$ cat src/rtl/connect4_pkg.sv
// Shared types and constants for the connect-4 turn arbiter and its datapath neighbours.
package connect4_pkg;

  typedef enum logic [1:0] {
    NONE = 2'd0,
    P1   = 2'd1,
    P2   = 2'd2
  } player_t;

  typedef logic [2:0] col_t;

  localparam int NUM_COLS = 7;
  localparam int NUM_ROWS = 6;

  typedef enum logic [2:0] {
    S_IDLE,
    S_WAIT_MOVE,
    S_WAIT_RAND,
    S_ISSUE,
    S_WAIT_RES,
    S_OVER
  } arb_state_t;

  function automatic player_t other_player(input player_t p);
    return (p == P1) ? P2 : P1;
  endfunction

endpackage

$ cat src/rtl/turn_second_timer.sv
// Per-turn countdown: a clock prescaler feeding a saturating 4-bit seconds counter.
module turn_second_timer #(
  parameter int TICKS_PER_SEC = 50_000_000
) (
  input  logic       clk,
  input  logic       rst,
  input  logic       load,
  input  logic [3:0] value,
  input  logic       tick_en,
  output logic [3:0] count,
  output logic       expire
);

  localparam int PW = (TICKS_PER_SEC > 1) ? $clog2(TICKS_PER_SEC) : 1;

  logic [PW-1:0] presc;
  logic          tick;

  assign tick   = tick_en && (presc == PW'(TICKS_PER_SEC - 1));
  assign expire = tick && (count == 4'd1);

  always_ff @(posedge clk or negedge rst) begin
    if (!rst) begin
      presc <= '0;
      count <= '0;
    end else if (load) begin
      presc <= '0;
      count <= value;
    end else if (tick_en) begin
      presc <= tick ? '0 : presc + 1'b1;
      if (tick && count != 4'd0) count <= count - 4'd1;
    end
  end

endmodule

$ cat src/rtl/connect4_turn_arbiter.sv
// Turn scheduler: arbitrates player move requests, enforces turn order and column
// legality, runs the turn countdown and issues one move per turn to the board datapath.
module connect4_turn_arbiter #(
  parameter int TICKS_PER_SEC = 50_000_000,
  parameter int TURN_SECONDS  = 10,
  parameter int NUM_COLS      = 7
) (
  input  logic                clk,
  input  logic                rst,
  input  logic                start,
  input  logic                first_player,
  input  logic                p1_valid,
  input  logic [2:0]          p1_col,
  output logic                p1_ready,
  input  logic                p2_valid,
  input  logic [2:0]          p2_col,
  output logic                p2_ready,
  input  logic [NUM_COLS-1:0] col_full,
  output logic                rand_req,
  input  logic                rand_valid,
  input  logic [2:0]          rand_col,
  output logic                mv_valid,
  output logic [2:0]          mv_col,
  output logic [1:0]          mv_player,
  input  logic                mv_ready,
  input  logic                res_valid,
  input  logic                res_win,
  input  logic                res_draw,
  output logic [1:0]          current_player,
  output logic [3:0]          turn_timer,
  output logic                timeout_pulse,
  output logic                illegal_pulse,
  output logic                match_over
);
  import connect4_pkg::*;

  // state      | meaning
  // S_IDLE     | no match since reset
  // S_WAIT_MOVE| active player's turn, countdown running
  // S_WAIT_RAND| turn expired, waiting for a legal random column
  // S_ISSUE    | move command offered to the datapath
  // S_WAIT_RES | waiting for placement / win-check result
  // S_OVER     | match finished, current_player holds winner (0 = draw)

  arb_state_t state_q, state_d;
  player_t    player_q, player_d;
  col_t       col_q, col_d;
  logic       illegal_d, timeout_d;
  logic       load, tick_en, expire;
  logic       p_accept, p_legal, rand_legal;
  col_t       req_col;
  logic [3:0] count;

  // Columns beyond NUM_COLS read as full, so out-of-range indices are rejected.
  function automatic logic col_legal(input col_t c, input logic [NUM_COLS-1:0] full);
    logic [7:0] full_ext;
    full_ext = {{(8 - NUM_COLS){1'b1}}, full};
    return !full_ext[c];
  endfunction

  assign p1_ready   = (state_q == S_WAIT_MOVE) && (player_q == P1);
  assign p2_ready   = (state_q == S_WAIT_MOVE) && (player_q == P2);
  assign req_col    = (player_q == P2) ? p2_col : p1_col;
  assign p_accept   = (p1_valid && p1_ready) || (p2_valid && p2_ready);
  assign p_legal    = col_legal(req_col, col_full);
  assign rand_legal = col_legal(rand_col, col_full);
  assign tick_en    = (state_q == S_WAIT_MOVE) && !(p_accept && p_legal);

  turn_second_timer #(.TICKS_PER_SEC(TICKS_PER_SEC)) u_timer (
    .clk     (clk),
    .rst     (rst),
    .load    (load),
    .value   (4'(TURN_SECONDS)),
    .tick_en (tick_en),
    .count   (count),
    .expire  (expire)
  );

  always_ff @(posedge clk or negedge rst) begin
    if (!rst) begin
      state_q       <= S_IDLE;
      player_q      <= NONE;
      col_q         <= '0;
      illegal_pulse <= 1'b0;
      timeout_pulse <= 1'b0;
    end else begin
      state_q       <= state_d;
      player_q      <= player_d;
      col_q         <= col_d;
      illegal_pulse <= illegal_d;
      timeout_pulse <= timeout_d;
    end
  end

  always_comb begin
    state_d   = state_q;
    player_d  = player_q;
    col_d     = col_q;
    illegal_d = 1'b0;
    timeout_d = 1'b0;
    load      = 1'b0;
    case (state_q)
      S_IDLE, S_OVER: begin
        if (start) begin
          state_d  = S_WAIT_MOVE;
          player_d = first_player ? P2 : P1;
          load     = 1'b1;
        end
      end
      S_WAIT_MOVE: begin
        if (p_accept && p_legal) begin
          col_d   = req_col;
          state_d = S_ISSUE;
        end else begin
          illegal_d = p_accept;
          if (expire) begin
            timeout_d = 1'b1;
            state_d   = S_WAIT_RAND;
          end
        end
      end
      S_WAIT_RAND: begin
        if (rand_valid && rand_legal) begin
          col_d   = rand_col;
          state_d = S_ISSUE;
        end
      end
      S_ISSUE: begin
        if (mv_ready) state_d = S_WAIT_RES;
      end
      S_WAIT_RES: begin
        if (res_valid) begin
          if (res_win) begin
            state_d = S_OVER;
          end else if (res_draw) begin
            state_d  = S_OVER;
            player_d = NONE;
          end else begin
            state_d  = S_WAIT_MOVE;
            player_d = other_player(player_q);
            load     = 1'b1;
          end
        end
      end
      default: state_d = S_IDLE;
    endcase
  end

  assign rand_req       = (state_q == S_WAIT_RAND);
  assign mv_valid       = (state_q == S_ISSUE);
  assign mv_col         = mv_valid ? col_q : '0;
  assign mv_player      = mv_valid ? player_q : NONE;
  assign current_player = player_q;
  assign turn_timer     = count;
  assign match_over     = (state_q == S_OVER);

endmodule

$ cat config.mk
export PLATFORM = sky130hd
export DESIGN_NAME = connect4_turn_arbiter
export DESIGN_NICKNAME = d
export VERILOG_FILES = /design/src/rtl/connect4_pkg.sv /design/src/rtl/turn_second_timer.sv /design/src/rtl/connect4_turn_arbiter.sv
export SDC_FILE = /design/constraint.sdc
export NUM_CORES = 1
export LEC_CHECK = 0
export CAP_MARGIN = 25
export CORE_MARGIN = 4
export CORE_UTILIZATION = 48
export DETAILED_ROUTE_END_ITERATION = 10
export PLACE_DENSITY_LB_ADDON = 0.15
export RECOVER_POWER = 25
export SLEW_MARGIN = 40
export SYNTH_ARGS = -nofsm -noshare
export SYNTH_HDL_FRONTEND = slang
export SYNTH_SLANG_ARGS = --single-unit
export TNS_END_PERCENT = 50
$ cat constraint.sdc
create_clock -name clk -period 5.3 [get_ports clk]
set_input_delay 1.06 -clock clk [delete_from_list [all_inputs] [get_ports clk]]
set_output_delay 1.06 -clock clk [all_outputs]
set_load 0.05 [all_outputs]
### After elaboration in Yosys (flattened, before gate mapping)

Index checks and enable logic that the tools add are counted.

| storage, ports and cells | value |
|---|---|
| flip-flop bits (word level) | 40 |
| word-level logic and storage cells | 94 |
| output and inout port bits | 18 |
| input bits | 27 |

| operators by class | value |
|---|---|
| reductions and logical operators | 25 |
| mux-type cells | 42 |
| eq/ne operators | 16 |
| $lt $le $gt $ge | 2 |
| add/subtract/negate cells | 2 |

Operator list:

| operator | count |
|---|---|
| 26-bit 2-to-1 mux | 3 |
| 3-bit 2-to-1 mux | 12 |
| 26-bit by 1-bit adder with 26-bit output, second input constant | 1 |
| 26-bit == test, second input constant | 1 |
| 3-bit one-hot mux with 5 select lines | 1 |
| 2-bit 2-to-1 mux | 7 |
| 4-bit 2-to-1 mux | 3 |
| 1-bit 2-to-1 mux | 11 |
| 1-bit logical AND | 10 |
| 3-bit by 4-bit less-than comparator with 1-bit output, second input constant | 2 |
| 2-bit nonzero test | 4 |
| 1-bit binary-select mux with 3-bit select | 2 |
| 3-bit by 2-bit == test with 1-bit output, second input constant | 2 |
| 3-bit == test, second input constant | 2 |
| 2-bit by 1-bit inequality test with 1-bit output, second input constant | 3 |
| 2-bit inequality test, second input constant | 3 |
| 3-bit one-hot mux with 2 select lines | 1 |
| 5-bit AND reduction | 1 |
| 4-bit by 1-bit == test with 1-bit output, second input constant | 1 |
| 2-bit one-hot mux with 2 select lines | 1 |
| 4-bit AND reduction | 1 |
| 4-bit nonzero test | 1 |
| 4-bit by 1-bit subtractor with 4-bit output, second input constant | 1 |
| 3-bit by 1-bit == test with 1-bit output, second input constant | 1 |
| other kinds (10) | 12 |

### Longest topological paths before layout

Gate-level depths: netlist of run 1.

| logic depth | value |
|---|---|
| depth after elaboration | 13 |
| gate-level depth with buffers | 9 |
| gate-level depth less buffers | 7 |

### Modules after synthesis

From an unflattened synthesis of run 1, not the netlist that was laid out.

| second synthesis, totals | value |
|---|---|
| cell total of the unflattened synthesis | 303 |
| area total of the unflattened synthesis | 2,773.9 um^2 |

By module, submodules not included:

| module | cells each | area an instance (um^2) | instances | seq. area each (um^2) |
|---|---|---|---|---|
| turn_second_timer | 186 | 1,776.7 | 1 | 750.7 |
| connect4_turn_arbiter | 117 | 997.2 | 1 | 250.2 |

### Worst setup path after synthesis of run 1

OpenSTA, ideal clock, no wires.

| timing | value |
|---|---|
| kind | reg-to-output |
| from | reg state_q[0] |
| to | out rand_req |
| path slack | 2,384 ps |
| cell stages (with the launch flop) | 3 |
| data arrival time | 1,856 ps |
| data required time | 4,240 ps |
| buffers on the path | 1 |
| cells stage by stage | dfrtp_1 clkbuf_1 nor3b_1 |

| between the ends | value |
|---|---|
| word-level cells in the longest chain between the ends | 1 |

Ends and longest elaborated chain:

| item | RTL line | source |
|---|---|---|
| from (decl) | connect4_turn_arbiter.sv:45 | `arb_state_t state_q, state_d;` |
| from (signal assigned) | connect4_turn_arbiter.sv:87 | `state_q <= state_d;` |
| 3-bit by 2-bit == test with 1-bit output | connect4_turn_arbiter.sv:149 | `assign rand_req = (state_q == S_WAIT_RAND);` |
| to (decl) | connect4_turn_arbiter.sv:19 | `output logic rand_req,` |

Every way passes these cells.

### Worst setup path after layout of run 1

| timing | value |
|---|---|
| from | reg state_q[0] |
| to | out p2_ready |

| between the ends | value |
|---|---|
| word-level cells in the longest chain between the ends | 2 |

Ends and longest elaborated chain:

| item | RTL line | source |
|---|---|---|
| 3-bit by 1-bit == test with 1-bit output | connect4_turn_arbiter.sv:62 | `assign p2_ready = (state_q == S_WAIT_MOVE) && (player_q == P2);` |
| 1-bit logical AND | connect4_turn_arbiter.sv:62 |  |
| to (decl) | connect4_turn_arbiter.sv:17 | `output logic p2_ready,` |

Every way passes these cells.

==> reports/results.tsv, run 1 <==
stage	metric	value	unit
critical_path	setup slack, reg-to-reg	2320	ps
timing	period utilisation layout	0.715	
global_routing	vias in the first global route	2350	
detailed_routing	Routed WL per cell	16.6	µm
timing	Worst slew margin	-0.412	
clocking	CTS resizes	0	
critical_path	Worst Path Class, Setup	flip-flop to output port	
placed_design	IO Port Bufs	44	
synth	count of cell types in the netlist	55	
placed_design	placed wire-length estimate	5170	µm
detailed_routing	Iteration-0 DRC Markers	144	
synth	Synth warnings	0	
clocking	clock sinks	40	
finish	fin nets	379	
clocking	clk buf depth	2	
clocking	setup bufs post-CTS	0	
synth	top cells by area, synth	dfrtp_1 38%, a21oi_1 4.5%, o21ai_0 4.5%	
timing	Setup Skew	7.37	ps
placed_design	Placed Instance Area	3130	µm²
pwr	Pwr Density	425	nW/µm²
timing	final hold violations	0	
placed_design	Setup WS pre-CTS	1570	ps
synth	Synth Instances	311	
timing	Max Fclk	264	MHz
synth	most used flip-flop cell after synthesis	dfrtp_1	
synth	post-synthesis sequential element count	40	
detailed_routing	Post-Route WL	6950	µm
detailed_routing	Residual DRC	0	
timing	fin. max-slew vios	41	
clocking	CTS tree	built	
detailed_routing	Post-DRT Antenna Nets	0	
critical_path	Critical Path Slowest Stage Cell	clkdlybuf4s50_1	
floorplanning	initial core utilization	0.508	
synth	post-synth top area cell	dfrtp_1	
pwr	Lkg Pwr	1.32	nW
critical_path	CP Capture Type	output port	
synth	Syn Nets	342	
timing	setup TNS	0	ps
finish	FILL cells	450	
critical_path	Worst EP required	4240	ps
synth	post-synthesis async set-or-reset flop share	1.00	
floorplanning	die width	82.5	µm
critical_path	CP max stage delay	820	ps
floorplanning	die area	6800	µm²
synth	Post-Syn Area per Cell	8.56	µm²
clocking	CTS clk-pin slew, worst paths	80	ps
timing	min Tclk post-route	3790	ps
clocking	CTS buffer count	5	
clocking	Clock Latency Late Sink	300	ps
clocking	H-tree depth	2	
synth	synthesized area	2660	µm²
pwr	Worst VDD drop	0.467	mV
synth	Seq/Total Area, Yosys	0.376	
timing	worst setup margin	1510	ps
run_status	failing checks	max-capacitance violations, max-slew violations	
detailed_routing	via count	2557	
critical_path	Critical Path Fanout Max	13	
global_routing	initial antenna violation count	0	
global_routing	total gr overflow	0	
finish	cell area after layout	3250	µm²
timing	RSZ-0062 raised after global routing	false	
finish	antenna fix cells	0	
global_routing	first-pass GRT wire length	11600	µm
critical_path	cells along the critical path	nor2b_1 -> nand2b_1 -> nor2_1 -> clkdlybuf4s50_1	
flow_run	number of max-cap violations	1	
run_status	status	complete, but fails checks	
clocking	# hold bufs at CTS	0	
finish	layout cells sized above 1	0.0630	
critical_path	startpoint types	flip-flop	
global_routing	largest net degree at the start of global routing	41	
timing	Worst Hold Slack	498	ps
synth	EDFF count, synth	0	
clocking	CTS Root Cell	clkbuf_8	
finish	most common cell after layout, fill and taps aside	clkdlybuf4s50_1	
timing	actual slew at the worst max-slew pin	2120	ps
timing	Final setup viols	0	
placed_design	RePlAce Congestion	0.859	
critical_path	Worst EP arrival	2730	ps
synth	Yosys top cell area share	0.376	
detailed_routing	First-pass DRT Iterations	4	
floorplanning	Cell Rows	26	
placed_design	Post-Place Cells	411	
finish	non-filler cells, final	419	
floorplanning	Die Y	82.5	µm
finish	most frequent cells in the layout	43 x clkdlybuf4s50_1, 40 x dfrtp_1, 29 x nor2_1, 24 x o21ai_0, 24 x a21oi_1	
detailed_routing	DR vias/cell	6.10	
finish	Synth-to-Final Area Change	21.9	%
floorplanning	I/O pins	45	
global_routing	gr usage total	0.222	
worst_hold_path	min-delay worst type	flip-flop to flip-flop	
floorplanning	Core Region	5240	µm²
## cells in the mapped netlist (2+ instances only)
library cell and n:
a21bo_2 2, a21o_1 2, a21oi_1 24, a31oi_1 2, and3_1 15, and3b_1 2, and4_1 2, buf_2 3
clkbuf_1 11, dfrtp_1 40, ha_1 4, inv_1 7, mux2i_1 5, nand2_1 17, nand2b_1 4, nand3_1 17
nand3b_1 4, nand4_1 11, nor2_1 29, nor2b_1 5, nor3_1 8, nor3b_1 3, nor4bb_1 3, o211ai_1 2
o21ai_0 24, o221a_2 4, o311ai_0 3, o31ai_1 12, o41ai_1 2, or2_2 2, or3_1 11, or4_1 6
xnor2_1 2, xor2_1 2
## final cells by class
| cell class | instances | area [µm²] | share of cell area |
|---|---|---|---|
| inverters | 7 | 26.3 | 0.00810 |
| clock buffers | 6 | 82.6 | 0.0254 |
| clock inverters | 2 | 38.8 | 0.0120 |
| repair buffers | 45 | 442 | 0.136 |
| multi-input cells | 249 | 1570 | 0.483 |
| well taps | 70 | 87.6 | 0.0270 |
| flip-flops and latches | 40 | 1000 | 0.308 |
## registers in the layout (all words and copies together), names as in the netlist
signal,cells
u_timer.presc,26
u_timer.count,4
col_q,3
state_q,3
current_player,2
illegal_pulse,1
timeout_pulse,1
## per-stage QoR
step                utilization  total power [W]
CTS                       0.620          0.00138
detailed placement        0.597          0.00112
floorplan                     -         0.000934
finish                    0.620          0.00138
global route              0.620          0.00147
global placement          0.597          0.00110
## path summary, 6_finish.rpt
kind                                         startpoint                            end  depth (start not counted)
hold reg to reg            u_timer.presc[4]$_DFFE_PN0P_   u_timer.presc[4]$_DFFE_PN0P_                          1
max in group asynchronous                           rst  u_timer.presc[15]$_DFFE_PN0P_                          1
hold / removal             u_timer.presc[4]$_DFFE_PN0P_   u_timer.presc[4]$_DFFE_PN0P_                          1
setup / recovery                 state_q[0]$_DFFE_PN0P_                       p2_ready                          4
setup reg to reg                 state_q[0]$_DFFE_PN0P_   u_timer.count[3]$_DFFE_PN0P_                          7
min in group asynchronous                           rst           col_q[1]$_DFFE_PN0P_                          1
## cell families (layout without fill, tap and decap cells)
| family | Yosys count | count (layout) | synth area share |
|---|---|---|---|
| AO/OA/AOI/OAI | 93 | 93 | 0.234 |
| XOR/XNOR | 4 | 4 | 0.0132 |
| adder cells (fa/ha/maj) | 4 | 4 | 0.0188 |
| buffers and inverters | 22 | 60 | 0.0352 |
| flip-flops | 40 | 40 | 0.376 |
| multiplexers | 7 | 7 | 0.0329 |
| AND/OR/NAND/NOR | 141 | 141 | 0.290 |
## layer usage
| metal | GRT usage | vias to the layer above | part of all wire |
|---|---|---|---|
| met3 | 0.0369 | 8 | 0.039 |
| met5 | 0 | - | 0 |
| met1 | 0.336 | 1236 | 0.50 |
| met2 | 0.327 | 52 | 0.45 |
| met4 | 0.0581 | 0 | 0.011 |
| li1 | - | 1261 | - |
## power breakdown
group	internal (W)	switching (W)
Combinational	0.000234	0.000467
Clock	0.000154	0.000113
Sequential	0.000344	0.0000680
## critical path: cells and delay by family (launching register included)
family                 cells  cell delay [ps]
DFF                        1              550
and+or+nand+nor            3             1060
buffers and inverters      1              820
Note: power is estimated with default switching activity, not from simulation.
==> inputs of run 2 (changes only) <==
Clock period 5.3 ns to 3.9 ns, I/O delays scaled along.
==> run 2 against run 1 <==
Effect of this change:
- via count up 0.94%
- sequential power up 35%
- die area unchanged
- the flow still finishes with violations (max-capacitance violations, max-slew violations)
- register-to-register slack worse by 1300 ps
- first-iteration DRC count up 91%
- hold slack better by 11 ps
- cell count up 1.2%
- critical path depth unchanged
==> reports/results.tsv, run 2 (synthesized netlist as in run 1, its figures left out) <==
stage	metric	value	unit
timing	min Tclk post-route	3090	ps
clocking	setup bufs post-CTS	0	
global_routing	largest net degree at the start of global routing	41	
global_routing	first-pass GRT wire length	11900	µm
pwr	combinational power share	0.532	
pwr	power consumption	0.00190	W
timing	setup TNS	0	ps
pwr	Lkg Pwr	1.34	nW
floorplanning	initial core utilization	0.508	
critical_path	Worst Path Class, Setup	flip-flop to output port	
finish	cell area after layout	3270	µm²
timing	Worst slew margin	-0.433	
finish	most frequent cells in the layout	43 x clkdlybuf4s50_1, 40 x dfrtp_1, 29 x nor2_1, 24 x o21ai_0, 24 x a21oi_1	
detailed_routing	Iteration-0 DRC Markers	275	
floorplanning	I/O pins	45	
global_routing	gr usage total	0.225	
clocking	Clock Latency Late Sink	290	ps
detailed_routing	First-pass DRT Iterations	5	
pwr	clock power share	0.176	
run_status	status	complete, but fails checks	
clocking	CTS buffer count	5	
clocking	clk buf depth	2	
finish	Largest Register	u_timer.presc	
timing	Max Fclk	323	MHz
global_routing	initial antenna violation count	0	
timing	Setup Skew	8.14	ps
clocking	CTS resizes	0	
clocking	H-tree depth	2	
run_status	failing checks	max-capacitance violations, max-slew violations	
clocking	CTS clk-pin slew, worst paths	70	ps
clocking	CTS Root Cell	clkbuf_8	
timing	fin. max-slew vios	41	
pwr	Worst VDD drop	0.407	mV
pwr	Sequential Power Share	0.292	
critical_path	Worst EP required	3120	ps
critical_path	Setup crit start	state_q[0]$_DFFE_PN0P_	
finish	register area	1000	µm²
finish	Synth-to-Final Area Change	22.8	%
placed_design	IO Port Bufs	44	
detailed_routing	via count	2581	
timing	final hold violations	0	
placed_design	placed wire-length estimate	5170	µm
worst_hold_path	min-delay worst type	flip-flop to flip-flop	
floorplanning	die width	82.5	µm
global_routing	vias in the first global route	2411	
finish	FILL cells	457	
finish	antenna fix cells	0	
finish	number of flip-flops in the largest register	26	
pwr	Net Switching	0.000887	W
floorplanning	Cell Rows	26	
detailed_routing	Post-DRT Antenna Nets	0	
timing	RSZ-0062 raised after global routing	false	
floorplanning	Die Y	82.5	µm
detailed_routing	DR vias/cell	6.09	
timing	actual slew at the worst max-slew pin	2150	ps
worst_hold_path	worst hold path startpoint	u_timer.presc[4]$_DFFE_PN0P_	
placed_design	Placed Instance Area	3170	µm²
pwr	Pwr Density	581	nW/µm²
detailed_routing	Routed WL per cell	16.4	µm
critical_path	CP Capture Type	output port	
placed_design	RePlAce Congestion	0.876	
critical_path	Critical Path Fanout Max	13	
clocking	clock sinks	40	
flow_run	number of max-cap violations	1	
detailed_routing	Residual DRC	0	
finish	biggest regs	u_timer.presc (26), u_timer.count (4)	
global_routing	total gr overflow	0	
critical_path	Worst EP arrival	2310	ps
critical_path	Reg2Reg Launch Point	current_player[0]$_DFFE_PN0P_	
clocking	# hold bufs at CTS	0	
finish	Multi-input gate area	1570	µm²
finish	fin nets	384	
finish	layout cells sized above 1	0.0763	
critical_path	startpoint types	flip-flop	
clocking	CTS tree	built	
finish	most common cell after layout, fill and taps aside	clkdlybuf4s50_1	
floorplanning	Core Region	5240	µm²
detailed_routing	Post-Route WL	6960	µm
pwr	P_int	0.00101	W
timing	Final setup viols	0	
timing	period utilisation layout	0.793	
pwr	Net Sw Frac	0.467	
floorplanning	die area	6800	µm²
==> run 2: cell types whose count changed in the layout (fill, tap and decap cells not counted), sizes merged <==
cell	before	now
buf	1	6
==> run 2: final timing paths <==
kind	endpoint	slack, ps	cells past startpoint
max in group asynchronous	col_q[0]$_DFFE_PN0P_	1550	1
worst min-delay path	u_timer.presc[4]$_DFFE_PN0P_	510	1
worst min register to register	u_timer.presc[4]$_DFFE_PN0P_	510	1
worst max register to register	state_q[0]$_DFFE_PN0P_	1050	8
worst max-delay path	p2_ready	810	4
min in group asynchronous	current_player[1]$_DFFE_PN0P_	1110	1
==> run 2: power groups by stage <==
stage                     combinational, W  sequential (W)  clock (W)
after floorplan                   0.000710        0.000560          0
after global placement            0.000984        0.000559          0
after detailed placement          0.000999        0.000559          0
after CTS                          0.00100        0.000551   0.000341
after global routing               0.00111        0.000564   0.000358
final                              0.00101        0.000555   0.000334
==> run 2: through the flow <==
step | instances | util | hold WS, ps | setup WS, ps
finish | 424 | 0.624 | 509 | 806
global route | 424 | 0.624 | 508 | 690
CTS | 424 | 0.625 | 478 | 782
detailed placement | 416 | 0.604 | 478 | 485
global placement | 416 | 0.604 | 467 | 529
floorplan | 311 | - | 446 | 1240
==> run 2: layout make-up <==
| cell class | count | area share |
|---|---|---|
| clock buffers | 6 | 0.0222 |
| well taps | 70 | 0.0268 |
| inverters | 7 | 0.00803 |
| clock inverters | 2 | 0.0107 |
| repair buffers | 50 | 0.147 |
| multi-input cells | 249 | 0.480 |
| flip-flops and latches | 40 | 0.306 |
==> run 2: worst max-delay path, stage by stage (launching register included) <==
cell             delay (ps)
dfrtp_1                 560
nor2b_1                 210
nand2b_1                250
nor2_1                  190
clkdlybuf4s50_1         820
==> run 2: routing by layer <==
metal / up-vias / track usage / wire length (µm)
met5: - / 0 / 0
met4: 0 / 0.0465 / 20
met3: 4 / 0.0347 / 355
met2: 88 / 0.343 / 3220
met1: 1216 / 0.337 / 3370
li1: 1273 / - / -
==> inputs of run 3 (changes only) <==
Clock period 3.9 ns to 2.5 ns, I/O delays scaled along.
==> run 3 against run 2 <==
Effect of this change:
- the flow now finishes without violations
- global-route usage up 3.2 points
- largest cell class unchanged
- largest power group unchanged
- hold slack lost 60 ps
- total power grew 98%
- combinational power up 140%
- highest routed layer unchanged
- sequential cell count is the same
==> reports/results.tsv, run 3 (synthesized netlist as in run 1, its figures left out) <==
stage	metric	value	unit
detailed_routing	First-pass DRT Iterations	5	
finish	register area	1000	µm²
finish	biggest regs	u_timer.presc (26), u_timer.count (4)	
pwr	Worst VDD drop	0.731	mV
finish	non-filler cells, final	470	
critical_path	Worst EP required	2730	ps
run_status	status	finished, final reports clean	
placed_design	RePlAce Congestion	0.871	
floorplanning	I/O pins	45	
global_routing	initial antenna violation count	0	
critical_path	CP Capture Type	flip-flop	
timing	fin. max-slew vios	0	
detailed_routing	Iteration-0 DRC Markers	245	
finish	fin nets	430	
detailed_routing	Routed WL per cell	17.1	µm
clocking	CTS buffer count	5	
global_routing	gr usage total	0.256	
floorplanning	Cell Rows	26	
finish	antenna fix cells	0	
placed_design	Setup WS pre-CTS	-497	ps
detailed_routing	Post-DRT Antenna Nets	0	
finish	final core utilization	0.736	
worst_hold_path	min-delay worst type	input port to asynchronous set/reset pin	
placed_design	Post-Place Cells	458	
detailed_routing	DR vias/cell	6.10	
finish	number of flip-flops in the largest register	26	
placed_design	placed wire-length estimate	5990	µm
clocking	CTS clk-pin slew, worst paths	90	ps
finish	Multi-input gate area	1710	µm²
clocking	clock sinks	40	
timing	period utilisation layout	0.983	
critical_path	startpoint types	input port	
pwr	Pwr Density	979	nW/µm²
pwr	power consumption	0.00377	W
timing	worst setup margin	42.8	ps
floorplanning	die area	6800	µm²
floorplanning	Die Y	82.5	µm
placed_design	IO Port Bufs	44	
timing	Max Fclk	407	MHz
timing	actual slew at the worst max-slew pin	1260	ps
timing	Final setup viols	0	
global_routing	largest net degree at the start of global routing	23	
clocking	Clock Latency Late Sink	300	ps
critical_path	Worst Path Class, Setup	input port to flip-flop	
clocking	clk buf depth	2	
clocking	# hold bufs at CTS	0	
finish	Synth-to-Final Area Change	44.7	%
detailed_routing	Post-Route WL	8040	µm
timing	min Tclk post-route	2460	ps
timing	Setup Skew	9.83	ps
floorplanning	Core Region	5240	µm²
detailed_routing	Residual DRC	0	
global_routing	first-pass GRT wire length	13400	µm
timing	setup TNS	0	ps
floorplanning	die width	82.5	µm
floorplanning	initial core utilization	0.508	
finish	layout cells sized above 1	0.250	
pwr	Lkg Pwr	1.67	nW
finish	Largest Register	u_timer.presc	
finish	FILL cells	373	
global_routing	vias in the first global route	2819	
detailed_routing	via count	2866	
timing	RSZ-0062 raised after global routing	true	
timing	Worst slew margin	0.157	
clocking	CTS tree	built	
finish	most frequent cells in the layout	50 x buf_4, 37 x dfrtp_1, 30 x clkdlybuf4s50_1, 29 x nor2_1, 24 x o21ai_0	
clocking	CTS Root Cell	clkbuf_8	
flow_run	number of max-cap violations	0	
critical_path	Critical Path Fanout Max	10	
timing	final hold violations	0	
finish	most common cell after layout, fill and taps aside	buf_4	
clocking	H-tree depth	2	
global_routing	total gr overflow	0	
critical_path	Worst EP arrival	2690	ps
run 3: cell type report:
class / instances / share of cell area
inverters: 7 / 0.00682
well taps: 70 / 0.0227
clock inverters: 3 / 0.0120
repair buffers: 95 / 0.237
flip-flops and latches: 40 / 0.261
multi-input cells: 250 / 0.443
clock buffers: 5 / 0.0179
run 3: per-layer routing:
metal	vias up	global-route usage	wire length, µm
met5	-	0	0
met4	0	0.0997	223
met3	23	0.0477	396
met2	103	0.405	3780
met1	1371	0.347	3640
li1	1369	-	-
run 3: stage by stage:
stage	hold slack [ps]	cell area [µm²]
3_3_place_gp	465	3590
3_5_place_dp	488	3590
4_1_cts	187	3740
5_1_grt	525	3850
6_report	449	3850
2_1_floorplan	204	2690
run 3: where the power goes:
group	internal [W]	total, W	switching, W	leakage [nW]
Clock	0.000301	0.000549	0.000248	0.0548
Sequential	0.000735	0.000846	0.000111	0.526
Combinational	0.00109	0.00238	0.00129	1.09
run 3: worst paths after layout:
check | startpoint | endpoint | slack (ps) | cells after the start
worst max-delay path | p1_col[0] | u_timer.presc[25]$_DFFE_PN0P_ | 40 | 9
worst min-delay path | rst | col_q[1]$_DFFE_PN0P_ | 450 | 1
worst max register to register | current_player[1]$_DFFE_PN0P_ | state_q[0]$_DFFE_PN0P_ | 90 | 7
worst min register to register | u_timer.presc[4]$_DFFE_PN0P_ | u_timer.presc[4]$_DFFE_PN0P_ | 500 | 1
max in group asynchronous | rst | state_q[2]$_DFFE_PN0P_ | 450 | 2
min in group clk | u_timer.presc[4]$_DFFE_PN0P_ | u_timer.presc[4]$_DFFE_PN0P_ | 500 | 1
run 3: timing repair:
item                                    4_1_cts  5_1_grt
pin swaps                                     2        2
resized for setup                             4       22
endpoints found under the setup margin       13       21
cloned                                        1        0
setup buffers                                 1        2
run 3: critical path, cell delays in order:
cell             delay (ps)
clkdlybuf4s50_1         500
inv_1                    70
a31o_1                  170
a221o_1                 350
o31a_1                  150
a21o_4                  270
buf_4                   160
or3_1                   350
a21oi_1                 150
